===== config.mk =====
export PLATFORM = sky130hd
export DESIGN_NAME = idwt_haar_non_pipelined_flat
export DESIGN_NICKNAME = d
export VERILOG_FILES = /design/src/rtl/idwt_haar_non_pipelined_if.sv /design/src/rtl/idwt_haar_non_pipelined.sv /design/src/flat_wrapper.sv
export SDC_FILE = /design/constraint.sdc
export NUM_CORES = 1
export LEC_CHECK = 0
export CAP_MARGIN = 20
export CORE_ASPECT_RATIO = 1.25
export CORE_MARGIN = 4
export CORE_UTILIZATION = 30
export DETAILED_ROUTE_END_ITERATION = 10
export SYNTH_ARGS = -nofsm -noshare
export SYNTH_HDL_FRONTEND = slang
export SYNTH_SLANG_ARGS = --single-unit

===== constraint.sdc =====
create_clock -name clk -period 7.4 [get_ports clk]
set_input_delay 1.11 -clock clk [delete_from_list [all_inputs] [get_ports clk]]
set_output_delay 1.11 -clock clk [all_outputs]
set_load 0.05 [all_outputs]

===== src/rtl/idwt_haar_non_pipelined_if.sv =====
// Handshake and data bundle for the inverse Haar DWT block.
//   start      : level request from the producer, sampled only while the block is idle
//   cA_in      : N/2 approximation coefficients, element k at [k*W +: W]
//   cD_in      : N/2 detail coefficients, element k at [k*W +: W]
//   array_out  : N reconstructed samples, sample j at [j*W +: W]
//   busy       : block is working through the coefficient pairs
//   done       : reconstruction complete, held until start drops
// master drives the request and coefficients; slave (the block) drives results and status.
interface idwt_haar_non_pipelined_if #(
   parameter int N = 8,
   parameter int W = 16
);
   logic                 start;
   logic [W*(N/2)-1:0]   cA_in;
   logic [W*(N/2)-1:0]   cD_in;
   logic [W*N-1:0]       array_out;
   logic                 busy;
   logic                 done;

   modport master (
      output start, cA_in, cD_in,
      input  array_out, busy, done
   );

   modport slave (
      input  start, cA_in, cD_in,
      output array_out, busy, done
   );
endinterface


===== src/rtl/idwt_haar_non_pipelined.sv =====
// Inverse single-level Haar DWT, one coefficient pair at a time.
// Rebuilds N samples from N/2 approximation and N/2 detail coefficients:
//   x[2k]   = floor((a+d)*181/256), x[2k+1] = floor((a-d)*181/256), low W bits kept (wraps).
// Ports:
//   clk  : system clock, rising edge
//   rst  : synchronous active-high reset
//   bus  : slave side of idwt_haar_non_pipelined_if (start/cA_in/cD_in in,
//          array_out/busy/done out)
// A capture on start is followed by LOAD -> COMPUTE -> STORE per pair, so pair k
// lands 3(k+1) edges after the capture edge and DONE follows the last store.
module idwt_haar_non_pipelined #(
   parameter int N = 8,
   parameter int W = 16
) (
   input logic                       clk,
   input logic                       rst,
   idwt_haar_non_pipelined_if.slave  bus
);

   localparam int H  = N / 2;
   localparam int IW = (H > 1) ? $clog2(H) : 1;
   localparam int PW = W + 9;                    // 17b sum times 181 (8 bits) stays exact
   localparam logic [IW-1:0] LAST_IDX = IW'(H - 1);

   typedef enum logic [2:0] {
      S_IDLE,
      S_LOAD,
      S_COMPUTE,
      S_STORE,
      S_DONE
   } state_t;

   state_t            state_q, state_d;
   logic [IW-1:0]     pair_idx_q, pair_idx_d;
   logic [W*H-1:0]    ca_s_q, ca_s_d;
   logic [W*H-1:0]    cd_s_q, cd_s_d;
   logic [W-1:0]      a_q, a_d;
   logic [W-1:0]      d_q, d_d;
   logic [W-1:0]      x0_q, x0_d;
   logic [W-1:0]      x1_q, x1_d;
   logic [W*N-1:0]    array_out_q, array_out_d;

   logic signed [W:0]    s, t;
   logic signed [PW-1:0] s_x, t_x, p, q;
   int unsigned          op_base, out_base;

   // Shared pair datapath: exact sum/difference, then *181 as shift-add.
   always_comb begin
      s   = $signed({a_q[W-1], a_q}) + $signed({d_q[W-1], d_q});
      t   = $signed({a_q[W-1], a_q}) - $signed({d_q[W-1], d_q});
      s_x = {{(PW-W-1){s[W]}}, s};
      t_x = {{(PW-W-1){t[W]}}, t};
      p   = (s_x <<< 7) + (s_x <<< 5) + (s_x <<< 4) + (s_x <<< 2) + s_x;
      q   = (t_x <<< 7) + (t_x <<< 5) + (t_x <<< 4) + (t_x <<< 2) + t_x;
   end

   always_comb begin
      state_d     = state_q;
      pair_idx_d  = pair_idx_q;
      ca_s_d      = ca_s_q;
      cd_s_d      = cd_s_q;
      a_d         = a_q;
      d_d         = d_q;
      x0_d        = x0_q;
      x1_d        = x1_q;
      array_out_d = array_out_q;
      op_base     = 32'(pair_idx_q) * 32'(W);
      out_base    = 32'(pair_idx_q) * 32'(2 * W);

      case (state_q)
         S_IDLE: begin
            if (bus.start) begin
               ca_s_d      = bus.cA_in;
               cd_s_d      = bus.cD_in;
               array_out_d = '0;
               pair_idx_d  = '0;
               state_d     = S_LOAD;
            end
         end
         S_LOAD: begin
            a_d     = ca_s_q[op_base +: W];
            d_d     = cd_s_q[op_base +: W];
            state_d = S_COMPUTE;
         end
         S_COMPUTE: begin
            // Arithmetic shift right by 8 (floor), low W bits kept.
            x0_d    = W'(p >>> 8);
            x1_d    = W'(q >>> 8);
            state_d = S_STORE;
         end
         S_STORE: begin
            array_out_d[out_base +: W]     = x0_q;
            array_out_d[out_base + W +: W] = x1_q;
            if (pair_idx_q == LAST_IDX) begin
               state_d = S_DONE;
            end else begin
               pair_idx_d = pair_idx_q + IW'(1);
               state_d    = S_LOAD;
            end
         end
         S_DONE: begin
            if (!bus.start) begin
               state_d = S_IDLE;
            end
         end
         default: state_d = S_IDLE;
      endcase
   end

   always_ff @(posedge clk) begin
      if (rst) begin
         state_q     <= S_IDLE;
         pair_idx_q  <= '0;
         ca_s_q      <= '0;
         cd_s_q      <= '0;
         a_q         <= '0;
         d_q         <= '0;
         x0_q        <= '0;
         x1_q        <= '0;
         array_out_q <= '0;
      end else begin
         state_q     <= state_d;
         pair_idx_q  <= pair_idx_d;
         ca_s_q      <= ca_s_d;
         cd_s_q      <= cd_s_d;
         a_q         <= a_d;
         d_q         <= d_d;
         x0_q        <= x0_d;
         x1_q        <= x1_d;
         array_out_q <= array_out_d;
      end
   end

   assign bus.array_out = array_out_q;
   assign bus.busy      = (state_q == S_LOAD) || (state_q == S_COMPUTE) || (state_q == S_STORE);
   assign bus.done      = (state_q == S_DONE);

endmodule

===== src/flat_wrapper.sv =====
// flat-port wrapper written by rule: the top's interface ports become plain ports
module idwt_haar_non_pipelined_flat 
#(
   parameter int N = 8,
   parameter int W = 16
)
  (clk, rst, bus_start, bus_cA_in, bus_cD_in, bus_array_out, bus_busy, bus_done);
  idwt_haar_non_pipelined_if #(.N(N), .W(W)) bus_i ();
  input logic clk;
  input logic rst;
  input wire logic [$bits(bus_i.start)-1:0] bus_start;
  input wire logic [$bits(bus_i.cA_in)-1:0] bus_cA_in;
  input wire logic [$bits(bus_i.cD_in)-1:0] bus_cD_in;
  output wire logic [$bits(bus_i.array_out)-1:0] bus_array_out;
  output wire logic [$bits(bus_i.busy)-1:0] bus_busy;
  output wire logic [$bits(bus_i.done)-1:0] bus_done;
  assign bus_i.start = bus_start;
  assign bus_i.cA_in = bus_cA_in;
  assign bus_i.cD_in = bus_cD_in;
  assign bus_array_out = bus_i.array_out;
  assign bus_busy = bus_i.busy;
  assign bus_done = bus_i.done;
  idwt_haar_non_pipelined #(.N(N), .W(W)) u_core (.clk(clk), .rst(rst), .bus(bus_i));
endmodule

# Word-level counts from Yosys, hierarchy flattened
# Cells that the tools add are included.
# W data, S select, Z words.
# totals
input_bits	131
output_inout_bits	130
reg_bits	325
wordCells	56
# op_classes
addsub	14
n_reduce_logical	8
shift	6
mux	11
eq_ne	8
# ops
operator	n
$bwmux W128	2
$pmux W128 S2	1
$shift A16 B34 Y128 const A	2
$shiftx A16 B34 Y128	2
$mux W128	1
$shiftx A64 B7 Y16	2
$add A24 B17 Y24	2
$add A24 B19 Y24	2
$add A24 B21 Y24	2
$add A24 B22 Y24	2
$neg A32 Y34	1
$neg A7 Y34	1
$add A16 B16 Y17	1
$sub A16 B16 Y17	1
$pmux W3 S5	1
$mux W3	3
$add A7 B5 Y8 const B	1
$eq A3 B2 Y1 const B	2
$ne A2 B2 Y1 const B	3
$reduce_and A2 Y1	3
$mux W2	2
$pmux W2 S2	1
$eq A3 B1 Y1 const B	1
$eq A3 B3 Y1 const B	1
other kinds (6)	7

# Logic depth before layout (Yosys ltp)
# Gate-level depths: netlist of the first run.
# logic_depth
ltp_word	5
mapped_depth	24
ltp_nobuf	23

# Least setup slack after synthesis of the first run
# OpenSTA, ideal clock, no wires.
# synth_path
path_type	register to register
from	reg u_core.d_q[1]
to	reg u_core.x0_q[15]
t_arrival_ps	5110
stages_incl_launch_ff	22
t_required_ps	7313
setup_time_ps	87
setup_slack_ps	2203
period_less_slack_ps	5197
path_buffers	0
cell_sequence	dfxtp_1 -> inv_1 -> ha_1 -> nand2b_1 -> a221oi_4 -> o2111ai_4 -> o211ai_1 -> a31oi_1 -> o21bai_1 -> xor2_1 -> fa_1 -> fa_1 -> inv_1 -> ha_1 -> ha_1 -> nand2_1 -> nor3_1 -> nand2_1 -> nor4_1 -> o21ai_0 -> nor3b_1 -> o31ai_1
# synth_via
elab_chain_cells	5
# synth_lines
element	line	source
start: declaration	idwt_haar_non_pipelined.sv:38	logic [W-1:0] d_q, d_d;
start signal: assignment	idwt_haar_non_pipelined.sv:117	d_q <= '0;
start signal: assignment	idwt_haar_non_pipelined.sv:127	d_q <= d_d;
$add A16 B16 Y17 (*)	idwt_haar_non_pipelined.sv:49	s = $signed({a_q[W-1], a_q}) + $signed({d_q[W-1], d_q});
$add A24 B22 Y24	idwt_haar_non_pipelined.sv:53	p = (s_x <<< 7) + (s_x <<< 5) + (s_x <<< 4) + (s_x <<< 2) + s_x;
$add A24 B21 Y24	idwt_haar_non_pipelined.sv:53	
$add A24 B19 Y24	idwt_haar_non_pipelined.sv:53	
$add A24 B17 Y24 (*)	idwt_haar_non_pipelined.sv:53	
end signal: assignment	idwt_haar_non_pipelined.sv:118	x0_q <= '0;
end signal: assignment	idwt_haar_non_pipelined.sv:128	x0_q <= x0_d;
end: declaration	idwt_haar_non_pipelined.sv:39	logic [W-1:0] x0_q, x0_d;
# Every way passes the cells marked *; elsewhere a longest branch is shown, timed or not.
# A chain may end at the register's enable or synchronous reset.

# Worst setup path after layout of the first run
# layout_path
from	reg u_core.d_q[5]
to	reg u_core.x0_q[15]
# Same word-level chain as after synthesis.

==> run metrics, run 1 <==
run status=finished, final reports clean; register area=between 6000 and 7000 µm²; overall routed net length=49.5 mm; htree depth=2; final core utilization=37.8%; number of buffers created by CTS=37; pin count of the biggest net entering global routing=136; CP startpoint kind=register; syn avg cell area=8.84 µm²; Worst Path Max Fanout=11; WS Path Type=reg2reg; Yosys top cell area share=a little under two fifths; fraction of final layout cells sized beyond drive strength 1=7.34%; number of max-slew violations in the final report=0; multi-input logic area=10200 µm²; leakage power figure=8.67 nW; Filler cells=6023; NumNets Final=2521; unrepaired setup endpoints after global routing=no; most frequent cells after synthesis=378 x nand2_1, 325 x dfxtp_1, 221 x a21oi_1, 167 x nor2_1, 128 x a22oi_1; type of destination of the critical path=register; cell area after synthesis=17700 µm²; Tightest Pin Transition=between 1 and 1.5 ns; dominant register cell in the synthesized netlist=dfxtp_1; DR vias=14600; CTS Root Buffer Type=clkbuf_16; final RePlAce weighted congestion=0.877; via count of the first global-routing pass=14500; initial standard-cell utilization of the core=a little under a third; number of clock sinks seen by CTS=~330; met3 wire length=2.43 mm; sum of negative setup slack=0 ns; sum of overflow across all layers after global routing=0; floorplan die area=between 60000 and 70000 µm²; min Tclk post-route=5.91 ns; floorplan row count=99; highest layer used for signal routing=met4; antenna cells=0; Skew-Pair Late Insertion Delay=approximately 0.56 ns; number of instances resized during post-cts repair=0; endpoint of the worst register-to-register path=u_core.x0_q[15]; endpoints failing setup=0; number of maximum-capacitance violations=0; Critical R2R Launch=u_core.d_q[5]; count of nets left with antenna violations after detail routing=0; async set-reset flop share out of synthesis=0%; worst reg2reg setup slack=1.49 ns; area inside the core boundary=58500 µm²; HP Start=u_core.ca_s_q[34]; P per Cell Area=384 nW/µm²; CTS tree=done; DRC Markers=0; post-DR wirelength/cell=16.5 µm; width of the chip=225 µm; Max Root-Sink Buffers=3; antenna violations before repair=0; clock input transition at the sequential cells of the worst setup and hold paths=0.06 ns; power consumption=~8.5 mW; Final Hold Vio Count=0; cell taking the most area after synthesis=dfxtp_1; gate count of the mapped netlist=2005; achievable clock frequency=0.169 GHz; startpoint of the most critical setup path=u_core.d_q[5]; I/O pin count=~260; ranking of synthesized cells by area=dfxtp_1 37%, ha_1 8.3%, nand2_1 8.0%; required arrival time at the worst endpoint=7.86 ns; class of the tightest hold or removal check=reg2reg; via density per instance=4.88; last element of the critical path=u_core.x0_q[15]; buffer count from post-CTS setup fixing=0; total nets after synthesis=2318; Die Ht=280 µm; area overhead of the layout relative to synthesis=24.9%; final design area excluding fillers=22100 µm²; number of optimization iterations in the first detailed-route pass=6; Detail Route met2 WL=24.3 mm; number of warnings issued by yosys=0; cell area after placement=20900 µm²; part of the Yosys area used for sequential elements=36.7%; cell with the most instances after synthesis=nand2_1; Yosys reg bits=325; drt first-iter violations=999; worst relative slew slack=32.4%; number of enable flip-flop cells after synthesis=0; routed length on met1=21.9 mm; Distinct cells, synth=roughly 90; Period Utilization, post-route=79.8%; input/output buffers=260; largest voltage drop on the vdd net=411 µV; Total GRT Usage=15.4%; first-pass GRT wire length=79.9 mm; Arrival @ worst endpoint=roughly 6.4 ns; cell count of the worst reg-to-reg path=22; Fin Clk Skew=0.0193 ns; Post-DP HPWL=37.5 mm; number of buffers inserted by hold repair at cts=0
worst max-delay path, cell delays in order, from the launching register on:
cell       delay [ns]
dfxtp_1          0.35
inv_1            0.05
ha_1             0.50
nor2b_1          0.14
a2111oi_4        0.52
a22oi_2          0.21
xnor2_2          0.52
nand2_1          0.13
o21ai_2          0.09
xnor2_1          0.13
ha_1             0.24
inv_1            0.08
fa_1             0.45
fa_1             0.54
inv_1            0.05
ha_1             0.35
nand2_1          0.10
nor3_1           0.37
nand2_1          0.11
nor4_1           0.31
o21ai_0          0.17
nor3b_1          0.17
o31ai_1          0.21
placed cells by master, fill, tap and decap left out, types with 14 or more instances in the layout:
cell type,n
nand2_1,378
dfxtp_1,323
clkdlybuf4s50_1,259
a21oi_1,221
nor2_1,167
a22oi_1,128
inv_1,125
ha_1,118
fa_1,64
xnor2_1,43
clkbuf_16,37
mux4_2,32
xor2_1,25
o21ai_0,24
buf_4,21
o21ai_1,17
nor3_1,16
a21o_1,14
flip-flops by register name, summed over array words and instances, names as in the netlist:
| register | count |
|---|---|
| u_core.d_q | 16 |
| u_core.ca_s_q | 64 |
| u_core.bus.array_out | 128 |
| u_core.x0_q | 16 |
| u_core.cd_s_q | 64 |
| u_core.pair_idx_q | 2 |
| u_core.x1_q | 16 |
| u_core.a_q | 16 |
| u_core.state_q | 3 |
cell families (layout without fill, tap and decap cells):
kind of cell               Yosys count  after routing  synth area share (%)
buffers and inverters              252            482                  5.79
and+or+nand+nor                    643            643                  15.3
xor gates and xnor gates            79             79                  4.56
AOI/OAI and AO/OA                  488            488                  17.7
adders and majority gates          185            185                  15.7
DFF                                325            325                  36.7
muxes                               33             33                  4.13
layer usage:
metal / vias to the layer above / GRT usage, %
met2: 409 / 26.5
met3: 54 / 2.14
met4: 0 / 4.16
met5: - / 0
li1: 7226 / -
met1: 6916 / 20.3
cell type report:
class | count | share of cell area, %
clock inverter | 13 | 0.696
timing repair buffer | 283 | 12.6
clock buffer | 53 | 4.64
sequential | 325 | 29.4
inverter | 133 | 2.26
multi-input combinational | 1428 | 46.1
tap | 757 | 4.28
report_power, final:
part	total [mW]	switching (mW)	leakage, nW	internal [mW]
clock	1.78	0.733	0.570	1.04
combinational	4.76	2.75	5.46	2.01
sequential	1.95	0.0906	2.64	1.86
metrics by stage:
stage / setup slack [ns] / hold WS (ns) / std cells
after floorplan: 2.20 / 0.433 / 2005
after global placement: 1.66 / 0.439 / 2924
after detailed placement: 1.50 / 0.444 / 2925
after CTS: 1.47 / 0.452 / 2991
after global routing: 0.964 / 0.471 / 2992
final: 1.49 / 0.451 / 2992
how the worst min path moves through the flow:
stage / to / slack [ns] / depth (start not counted)
floorplan: u_core.ca_s_q[32] / 0.43 / 2
detailed placement: u_core.ca_s_q[58] / 0.44 / 2
global placement: u_core.cd_s_q[32] / 0.44 / 2
CTS: u_core.ca_s_q[58] / 0.45 / 2
global route: u_core.ca_s_q[21] / 0.47 / 2
finish: u_core.ca_s_q[34] / 0.45 / 2
(Power assumes the default switching activity.)
==> run 2: changes to the inputs <==
==> constraint.sdc (replaced) <==
create_clock -name clk -period 4.7 [get_ports clk]
set_input_delay 0.705 -clock clk [delete_from_list [all_inputs] [get_ports clk]]
set_output_delay 0.705 -clock clk [all_outputs]
set_load 0.05 [all_outputs]
==> run 2 against run 1 <==
  * The flow now finishes with violations (setup timing)
  * First-iteration DRC count down 18%
  * Worst hold slack about the same
  * Via count grew 7.0%
  * Die area stayed put
  * Cell count up 7.8%
  * Setup slack worse by 1.8 ns
  * Clock skew up 0.0091 ns
  * Routed wire length is 7.9% higher
  * Design area grew 14%
  * Critical path type unchanged
  * Largest cell class unchanged
==> run metrics, run 2 (synthesis gave the netlist of run 1 again) <==
run status=complete, but fails checks; violated checks=setup timing; input/output buffers=260 (unchanged); class of the tightest hold or removal check=reg2reg; top library cells by usage in the layout, fill and taps aside=374 x nand2_1, 309 x dfxtp_1, 259 x clkdlybuf4s50_1, 229 x buf_4, 194 x a21oi_1; sum of negative setup slack=-3.27 ns (-3.27 ns); Clk pwr share=15.7% (-5.3 points); Die Ht=280 µm (unchanged); via count of the first global-routing pass=16000 (+10%); Period Utilization, post-route=107% (+27 points); largest voltage drop on the vdd net=1700 µV (+310%); unrepaired setup endpoints after global routing=yes; Worst Path Max Fanout=3 (-8); worst hold path stage count=2 (unchanged); Non-Filler Instances=3225 (+7.8%); Net Sw Frac=40.3% (-1.8 points); met3 usage in global routing=2.54% (+0.40 points); number of buffers created by CTS=36 (-2.7%); Tightest Pin Transition=1.17 ns (+0.160 ns); via density per instance=4.85 (-0.72%); met1 Resource Use GR=19.9% (-0.41 points); area inside the core boundary=58500 µm² (unchanged); startpoint of the most critical setup path=u_core.d_q[1]; floorplan die area=63000 µm² (unchanged); type of destination of the critical path=register; final core utilization=43.2% (+5.4 points); drt first-iter violations=817 (-18%); P per Cell Area=727 nW/µm² (+89%); number of buffers inserted by hold repair at cts=0 (unchanged); Fin Clk Skew=0.0284 ns (+0.00915 ns); endpoint of the worst register-to-register path=u_core.x0_q[14]; fraction of final layout cells sized beyond drive strength 1=24.4% (+17 points); endpoints failing setup=20 (+20); achievable clock frequency=0.200 GHz (+18%); worst relative slew slack=22.1% (-10 points); highest-utilization routing layer at the global route stage=met2; number of max-slew violations in the final report=0 (unchanged); leakage power figure=10.1 nW (+17%); number of optimization iterations in the first detailed-route pass=5 (-1); number of maximum-capacitance violations=0 (unchanged); NumNets Final=2755 (+9.3%); leading cell type in the layout, fill and taps excluded=nand2_1; Post-DP HPWL=39.8 mm (+6.1%); antenna violations before repair=0 (unchanged); overall routed net length=53.4 mm (+7.9%); worst hold path endpoint=u_core.ca_s_q[7]; number of instances in the placed design=3117 (+6.6%); floorplan row count=99 (unchanged); switching power summed over all nets=7.40 mW (+110%); internal power=11.0 mW (+120%); WS Path Type=reg2reg; count of nets left with antenna violations after detail routing=0 (unchanged); Arrival @ worst endpoint=5.44 ns (-0.93 ns); Critical R2R Launch=u_core.d_q[1]; I/O pin count=261 (unchanged); HP Start=u_core.ca_s_q[7]; flip-flop count of the largest register, all copies and words added=128 (unchanged); share of power burned in registers=16.7% (-6.3 points); width of the chip=225 µm (unchanged); DR vias=15600 (+7.0%); Total GRT Usage=16.3% (+0.86 points); required arrival time at the worst endpoint=5.13 ns (-2.73 ns); power consumption=18.4 mW (+120%); Skew-Pair Late Insertion Delay=0.56 ns (about the same); sum of overflow across all layers after global routing=0 (unchanged); antenna cells=0 (unchanged); DRC Markers=0 (unchanged); CTS tree=done; GRT met2 Usage=29.4% (+2.9 points); Final Hold Vio Count=0 (unchanged); first-pass GRT wire length=84.3 mm (+5.5%); number of clock sinks seen by CTS=325 (unchanged); CTS Root Buffer Type=clkbuf_16; worst reg2reg setup slack=-0.31 ns (-1.80 ns); Max Root-Sink Buffers=3 (unchanged); htree depth=2 (unchanged); cell count of the worst reg-to-reg path=22 (unchanged); Comb pwr share=67.6% (+11 points); area overhead of the layout relative to synthesis=42.7%; CP startpoint kind=register; fin worst setup slack=-0.308 ns (-1.80 ns); final RePlAce weighted congestion=0.876 (-0.10%); min Tclk post-route=5.01 ns (-0.900 ns); post-DR wirelength/cell=16.6 µm (+0.14%); initial standard-cell utilization of the core=30.3% (unchanged); pin count of the biggest net entering global routing=237 (+74%); clock input transition at the sequential cells of the worst setup and hold paths=0.06 ns (about the same)
run 2: power groups by stage:
stage	Combinational [mW]	Clock, mW	Sequential [mW]
after global placement	10.1	0	3.12
final	12.4	2.87	3.07
after detailed placement	10.2	0	3.13
after global routing	13.7	3.07	3.09
after CTS	11.0	2.96	3.07
after floorplan	7.17	0	3.07
run 2: layer usage:
layer	routed length [µm]	vias to the layer above
li1	-	7695
met1	21800	7451
met2	27500	386
met3	2440	97
met4	1660	0
met5	0	-
run 2: layout make-up:
cell class                 instances  area [µm²]
sequential                       325        6530
clock inverter                    16         186
fill                            5718       33200
inverter                         133         503
tap                              757         947
multi-input combinational       1428       11400
clock buffer                      48        1030
timing repair buffer             518        4670
run 2: worst max-delay path by stage:
stage	depth (start not counted)	slack, ns	to
floorplan	23	-0.22	u_core.x0_q[11]
global placement	22	-0.40	u_core.x0_q[11]
detailed placement	23	-0.51	u_core.x0_q[15]
CTS	23	-0.31	u_core.x0_q[14]
global route	23	-0.52	u_core.x0_q[11]
finish	22	-0.31	u_core.x0_q[14]
run 2: worst max-delay path, cell delays in order, from the launching register on:
cell and delay (ns):
dfxtp_2 0.35, inv_4 0.05, ha_4 0.23, nand2b_4 0.15, a221oi_4 0.28, buf_6 0.16, o2111ai_4 0.16, o211ai_1 0.27
a31oi_1 0.14, o21bai_2 0.22, xor2_2 0.22, fa_1 0.48, fa_1 0.57, inv_2 0.05, ha_4 0.27, ha_4 0.20
nand2_4 0.06, nor3_4 0.04, buf_4 0.13, a31oi_1 0.11, o21ai_1 0.10, or3_1 0.37, a32o_1 0.26
run 2: through the flow:
stage	instance area [µm²]	hold WS (ns)	setup WS, ns
final	25300	0.451	-0.308
after global placement	22900	0.439	-0.398
after floorplan	18200	0.433	-0.217
after detailed placement	22900	0.445	-0.510
after global routing	25300	0.468	-0.518
after CTS	24600	0.453	-0.310
run 2: timing repair:
| item | in CTS | in global routing |
|---|---|---|
| setup buffers | 26 | 20 |
| setup endpoints to repair | 27 | 30 |
| pin swaps | 58 | 68 |
| resized for setup | 77 | 111 |
